**src/rtl/alaw_codec_pipe.sv**
```systemverilog
// Two-stage A-law compander with valid/ready on both sides; each beat selects encode or decode.
// Stage 1 captures sign/magnitude or de-inverted code, stage 2 packs or reconstructs.
module alaw_codec_pipe #(
    parameter int unsigned LIN_W       = 13,
    parameter bit          INVERT_EVEN = 1'b1
) (
    input  logic             clk,
    input  logic             reset,
    input  logic             in_valid,
    output logic             in_ready,
    input  logic             in_mode,
    input  logic [LIN_W-1:0] in_data,
    output logic             out_valid,
    input  logic             out_ready,
    output logic             out_mode,
    output logic [LIN_W-1:0] out_data,
    output logic [15:0]      sat_count,
    output logic             busy
);

    localparam int unsigned MW      = LIN_W - 1;
    localparam logic [7:0]  InvMask = INVERT_EVEN ? 8'h55 : 8'h00;

    logic             s1_valid_q, s1_valid_d;
    logic             s1_mode_q, s1_mode_d;
    logic             s1_sign_q, s1_sign_d;
    logic [MW-1:0]    s1_mag_q, s1_mag_d;
    logic [7:0]       s1_code_q, s1_code_d;
    logic             s2_valid_q, s2_valid_d;
    logic             s2_mode_q, s2_mode_d;
    logic [LIN_W-1:0] s2_data_q, s2_data_d;
    logic [15:0]      sat_q, sat_d;

    logic             s1_adv, s2_adv, in_fire;
    logic             in_neg, in_sat;
    logic [LIN_W-1:0] in_negated;
    logic [MW-1:0]    in_mag;

    logic [2:0]       enc_seg;
    logic [4:0]       enc_shift;
    logic [MW-1:0]    enc_shifted;
    logic [7:0]       enc_pcm;

    logic [2:0]       dec_seg;
    logic [3:0]       dec_mant;
    logic [4:0]       dec_shift;
    logic [LIN_W-1:0] dec_base, dec_unit, dec_mag;

    always_comb begin
        s2_adv  = !s2_valid_q || out_ready;
        s1_adv  = !s1_valid_q || s2_adv;
        in_fire = in_valid && s1_adv;
    end

    // The most negative sample has no positive counterpart, so it clips to full scale.
    always_comb begin
        in_neg     = in_data[LIN_W-1];
        in_sat     = in_neg && (in_data[MW-1:0] == '0);
        in_negated = -in_data;
        if (in_sat) begin
            in_mag = '1;
        end else if (in_neg) begin
            in_mag = in_negated[MW-1:0];
        end else begin
            in_mag = in_data[MW-1:0];
        end
    end

    always_comb begin
        s1_valid_d = s1_valid_q;
        s1_mode_d  = s1_mode_q;
        s1_sign_d  = s1_sign_q;
        s1_mag_d   = s1_mag_q;
        s1_code_d  = s1_code_q;
        if (s1_adv) begin
            s1_valid_d = in_valid;
        end
        if (in_fire) begin
            s1_mode_d = in_mode;
            s1_sign_d = !in_neg;
            s1_mag_d  = in_mag;
            s1_code_d = in_data[7:0] ^ InvMask;
        end
    end

    // Segment is the position of the leading one above the linear region; later hits win.
    always_comb begin
        enc_seg = 3'd0;
        for (int k = 1; k < 8; k++) begin
            if (s1_mag_q[MW-8+k]) begin
                enc_seg = 3'(k);
            end
        end
        enc_shift   = (enc_seg == 3'd0) ? 5'(MW - 11) : 5'(MW - 12) + {2'b00, enc_seg};
        enc_shifted = s1_mag_q >> enc_shift;
        enc_pcm     = {s1_sign_q, enc_seg, enc_shifted[3:0]} ^ InvMask;
    end

    // Half of one quantisation step is added to land on the interval midpoint.
    always_comb begin
        dec_seg  = s1_code_q[6:4];
        dec_mant = s1_code_q[3:0];
        if (dec_seg == 3'd0) begin
            dec_shift = 5'(MW - 11);
            dec_base  = LIN_W'(dec_mant);
        end else begin
            dec_shift = 5'(MW - 12) + {2'b00, dec_seg};
            dec_base  = LIN_W'({1'b1, dec_mant});
        end
        dec_unit = LIN_W'(1) << dec_shift;
        dec_mag  = (dec_base << dec_shift) + (dec_unit >> 1);
    end

    always_comb begin
        s2_valid_d = s2_valid_q;
        s2_mode_d  = s2_mode_q;
        s2_data_d  = s2_data_q;
        if (s2_adv) begin
            s2_valid_d = s1_valid_q;
            if (s1_valid_q) begin
                s2_mode_d = s1_mode_q;
                if (s1_mode_q) begin
                    s2_data_d = s1_code_q[7] ? dec_mag : -dec_mag;
                end else begin
                    s2_data_d = LIN_W'(enc_pcm);
                end
            end
        end
    end

    always_comb begin
        sat_d = sat_q;
        if (in_fire && !in_mode && in_sat && (sat_q != 16'hFFFF)) begin
            sat_d = sat_q + 16'd1;
        end
    end

    always_ff @(posedge clk) begin
        if (reset) begin
            s1_valid_q <= 1'b0;
            s1_mode_q  <= 1'b0;
            s1_sign_q  <= 1'b0;
            s1_mag_q   <= '0;
            s1_code_q  <= '0;
            s2_valid_q <= 1'b0;
            s2_mode_q  <= 1'b0;
            s2_data_q  <= '0;
            sat_q      <= '0;
        end else begin
            s1_valid_q <= s1_valid_d;
            s1_mode_q  <= s1_mode_d;
            s1_sign_q  <= s1_sign_d;
            s1_mag_q   <= s1_mag_d;
            s1_code_q  <= s1_code_d;
            s2_valid_q <= s2_valid_d;
            s2_mode_q  <= s2_mode_d;
            s2_data_q  <= s2_data_d;
            sat_q      <= sat_d;
        end
    end

    always_comb begin
        in_ready  = s1_adv;
        out_valid = s2_valid_q;
        out_mode  = s2_mode_q;
        out_data  = s2_data_q;
        sat_count = sat_q;
        busy      = s1_valid_q | s2_valid_q;
    end

endmodule

```
**config.mk**
```make
export PLATFORM = sky130hd
export DESIGN_NAME = alaw_codec_pipe
export DESIGN_NICKNAME = d
export VERILOG_FILES = /design/src/rtl/alaw_codec_pipe.sv
export SDC_FILE = /design/constraint.sdc
export NUM_CORES = 1
export LEC_CHECK = 0
export BUFFER_PORTS_ARGS = -buffer_cell sky130_fd_sc_hd__buf_2
export CORE_UTILIZATION = 43
export DETAILED_ROUTE_END_ITERATION = 6
export HOLD_SLACK_MARGIN = 0.06
export PLACE_DENSITY = 0.72
export RECOVER_POWER = 50
export SLEW_MARGIN = 25
export SYNTH_ARGS = -nofsm -noshare
export SYNTH_HDL_FRONTEND = slang
export SYNTH_SLANG_ARGS = --single-unit
```
**constraint.sdc**
```tcl
create_clock -name clk -period 4.45 [get_ports clk]
set_input_delay 0.89 -clock clk [delete_from_list [all_inputs] [get_ports clk]]
set_output_delay 0.89 -clock clk [all_outputs]
set_load 0.005 [all_outputs]
```
==> results.tsv <==
metric	value	unit
Final #Nets	545	
Critical Path AT	4.10	ns
max-cap violations	1	
Num Clock Sinks	54	
Hold Path End	out_data[9]$_SDFFE_PP0P_	
share of layout cells above drive strength 1	12.5	%
final setup vio count	0	
Syn Area/Cell	7.80	sq um
Startpoint Class	register	
min Tclk post-route	3.90	ns
Avg WL per Cell	14.0	um
hold_buf cts	0	
Hold Path Cell Cnt	2	
DRC errors left	0	
crit share post-route	87.6	%
initial antenna violation count	0	
kind of critical path	register to register	
met1 wire length	4360	um
utilization after layout	49.5	%
Design Power	1.08	mW
HP Class	register to register	
routed wl met3	344	um
async set or reset register ratio after synthesis	0	%
total negative slack	0	ns
Final Hold Viols	0	
port bufs	50	
CP startpoint	s1_code_q[4]$_SDFFE_PP0P_	
unrepaired setup endpoints after global routing	no	
failing checks	capacitance limit, slew limit	
clock skew	0.0123	ns
Worst VDD drop	0.154	mV
Worst-Skew Late Latency	0.31	ns
synthesis-stage register bit count	54	
fill count	817	
most frequent cells in the layout	dfxtp_1, nor2_1, nand2_1, a21oi_1, buf_2	
status	finished with violations	
Slew HR	-45.7	%
leak pwr	1.60	nW
routed vias	3555	
num rows	33	
clock buffer count from CTS	5	
ant diodes	0	
met2 wire len	3950	um
Setup crit end kind	register	
fmax	256	MHz
dpl hpwl	6600	um
reg-to-reg critical path endpoint	out_data[11]$_SDFFE_PP0P_	
Seq. cell area	1080	sq um
Final Hold Slack	0.463	ns
global route overflow	0	
ys flop type	dfxtp_1	
Post-Route WL	8720	um
core area	8340	sq um
Max Buffers Root-to-Sink	2	
overall routing resource usage	20.3	%
Starting DRT DRC Count	162	
Final ANT Viol Nets	0	
area of the multi-input gates	2480	sq um
Mapped Cells	481	
Post-Syn Nets	509	
Root Driver	clkbuf_8	
Die Height	95.4	um
Worst-Margin Slew	2.18	ns
die area	9110	sq um
pwr dens	262	nW/um^2
clock slew at reported path FFs	0.10	ns
final instance area	4130	sq um
FF-to-FF Start	s1_code_q[4]$_SDFFE_PP0P_	
Worst R2R Path Depth	11	
Cell Area, Synth	3750	sq um
GP Congestion	0.802	
DR vias/cell	5.71	
Yosys cell types	67	
fin. max-slew vios	50	
largest net degree at the start of global routing	50	
Chip Width	95.4	um
Seq/Total Area, Yosys	28.8	%
Critical Path RT	4.65	ns
Top Layer Used	met4	
vias in the first global route	3245	
hold path start	out_data[9]$_SDFFE_PP0P_	
reg2reg setup slack	0.55	ns
YS warnings	0	
Post-synth EDFFs	0	
placed inst area	4060	sq um
Post-CTS Setup Inserts	0	
TritonCTS clock tree	built	
Resized cells post-CTS	0	
commonest non-fill, non-tap cell in the layout	dfxtp_1	
I/O Pins	51	
# H-tree levels	2	
top fanout value on the critical path	20	
Initial Utilization	45.0	%
area added between synthesis and finish	10.1	%
first-pass GRT wire length	15000	um
1st-pass router iterations	4	
sequential cells by signal, summed over array words and instances (netlist names):
register / flops
out_mode: 1
s1_mag_q: 12
sat_count: 16
out_valid: 1
out_data: 13
s1_sign_q: 1
s1_valid_q: 1
s1_code_q: 8
s1_mode_q: 1
through the flow:
step	std cells	worst slack, ns
5_1_grt	623	0.188
3_5_place_dp	615	0.591
2_1_floorplan	481	1.27
6_report	623	0.550
3_3_place_gp	615	0.780
4_1_cts	623	0.579
kinds of logic (layout without fill, tap and decap cells):
logic type / Yosys count / after routing / share of synthesized area (%)
xor gates and xnor gates: 31 / 31 / 7.43
adders and majority gates: 10 / 10 / 3.53
AOI/OAI and AO/OA: 134 / 134 / 24.7
DFF: 54 / 54 / 28.8
buffers and inverters: 52 / 89 / 5.23
and+or+nand+nor: 188 / 188 / 26.3
muxes: 11 / 11 / 3.93
other: 1 / 1 / 0.0999
power breakdown:
group | switching [mW] | internal (mW)
clock network | 0.169 | 0.111
logic | 0.147 | 0.114
registers | 0.0363 | 0.506
total | 0.352 | 0.731
final cells by class:
type,instances,share of cell area [%]
multi-input combinational,375,59.9
sequential,54,26.2
timing repair buffer,52,5.91
tap,105,3.18
inverter,29,2.63
clock buffer,5,1.67
clock inverter,3,0.515
worst max-delay path: stages, from the launching register on:
cell	delay (ns)
dfxtp_1	0.75
nand2_1	0.23
o21ai_0	0.29
o22ai_1	0.14
ha_1	0.38
a21o_1	0.22
a21oi_1	0.39
o21a_1	0.33
nor4b_1	0.09
a311oi_1	0.64
a2111o_1	0.26
nand3_1	0.07
routing by layer:
layer | track usage, % | vias to the layer above
li1 | - | 1833
met4 | 3.98 | 0
met2 | 33.3 | 60
met1 | 27.7 | 1656
met3 | 3.99 | 6
met5 | 0 | -
synthesized netlist by cell type (2+ instances only):
cell type	count	area share, %
o22ai_1	5	0.83
o221ai_1	3	0.70
nor3_1	10	1.3
a41o_1	2	0.53
dfxtp_1	54	29
o21ai_0	19	2.5
nand2b_1	9	1.5
nand3_1	16	2.1
nand3b_1	5	1.0
a2111oi_0	2	0.47
o21ai_1	2	0.27
a211oi_1	15	3.0
or3_1	11	1.8
o211ai_1	2	0.40
ha_1	9	3.0
a21oi_1	36	4.8
a41oi_1	2	0.47
or2_2	2	0.33
xor2_1	14	3.3
mux4_2	3	1.8
or4_4	2	0.60
and3_1	8	1.3
a31oi_1	7	1.2
o31ai_1	5	1.0
a22oi_1	2	0.40
clkbuf_1	22	2.2
xnor2_1	16	3.7
a211o_1	2	0.47
nand2_1	41	4.1
o2111ai_1	2	0.47
nor2_1	51	5.1
a21o_1	5	1.0
and2_1	9	1.5
nand4_1	2	0.33
nor4_1	7	1.2
and4_1	3	0.70
nor2b_1	3	0.50
a311oi_1	3	0.70
a221oi_1	7	1.6
mux2i_1	8	2.1
inv_1	29	2.9
worst max-delay path by stage:
stage	end	cells after the start
after global routing	out_data[11]$_SDFFE_PP0P_	11
after CTS	out_data[11]$_SDFFE_PP0P_	11
after global placement	out_data[11]$_SDFFE_PP0P_	11
final	out_data[11]$_SDFFE_PP0P_	11
after floorplan	out_data[11]$_SDFFE_PP0P_	13
after detailed placement	out_data[11]$_SDFFE_PP0P_	11
Power figures use the tool's default switching activity.
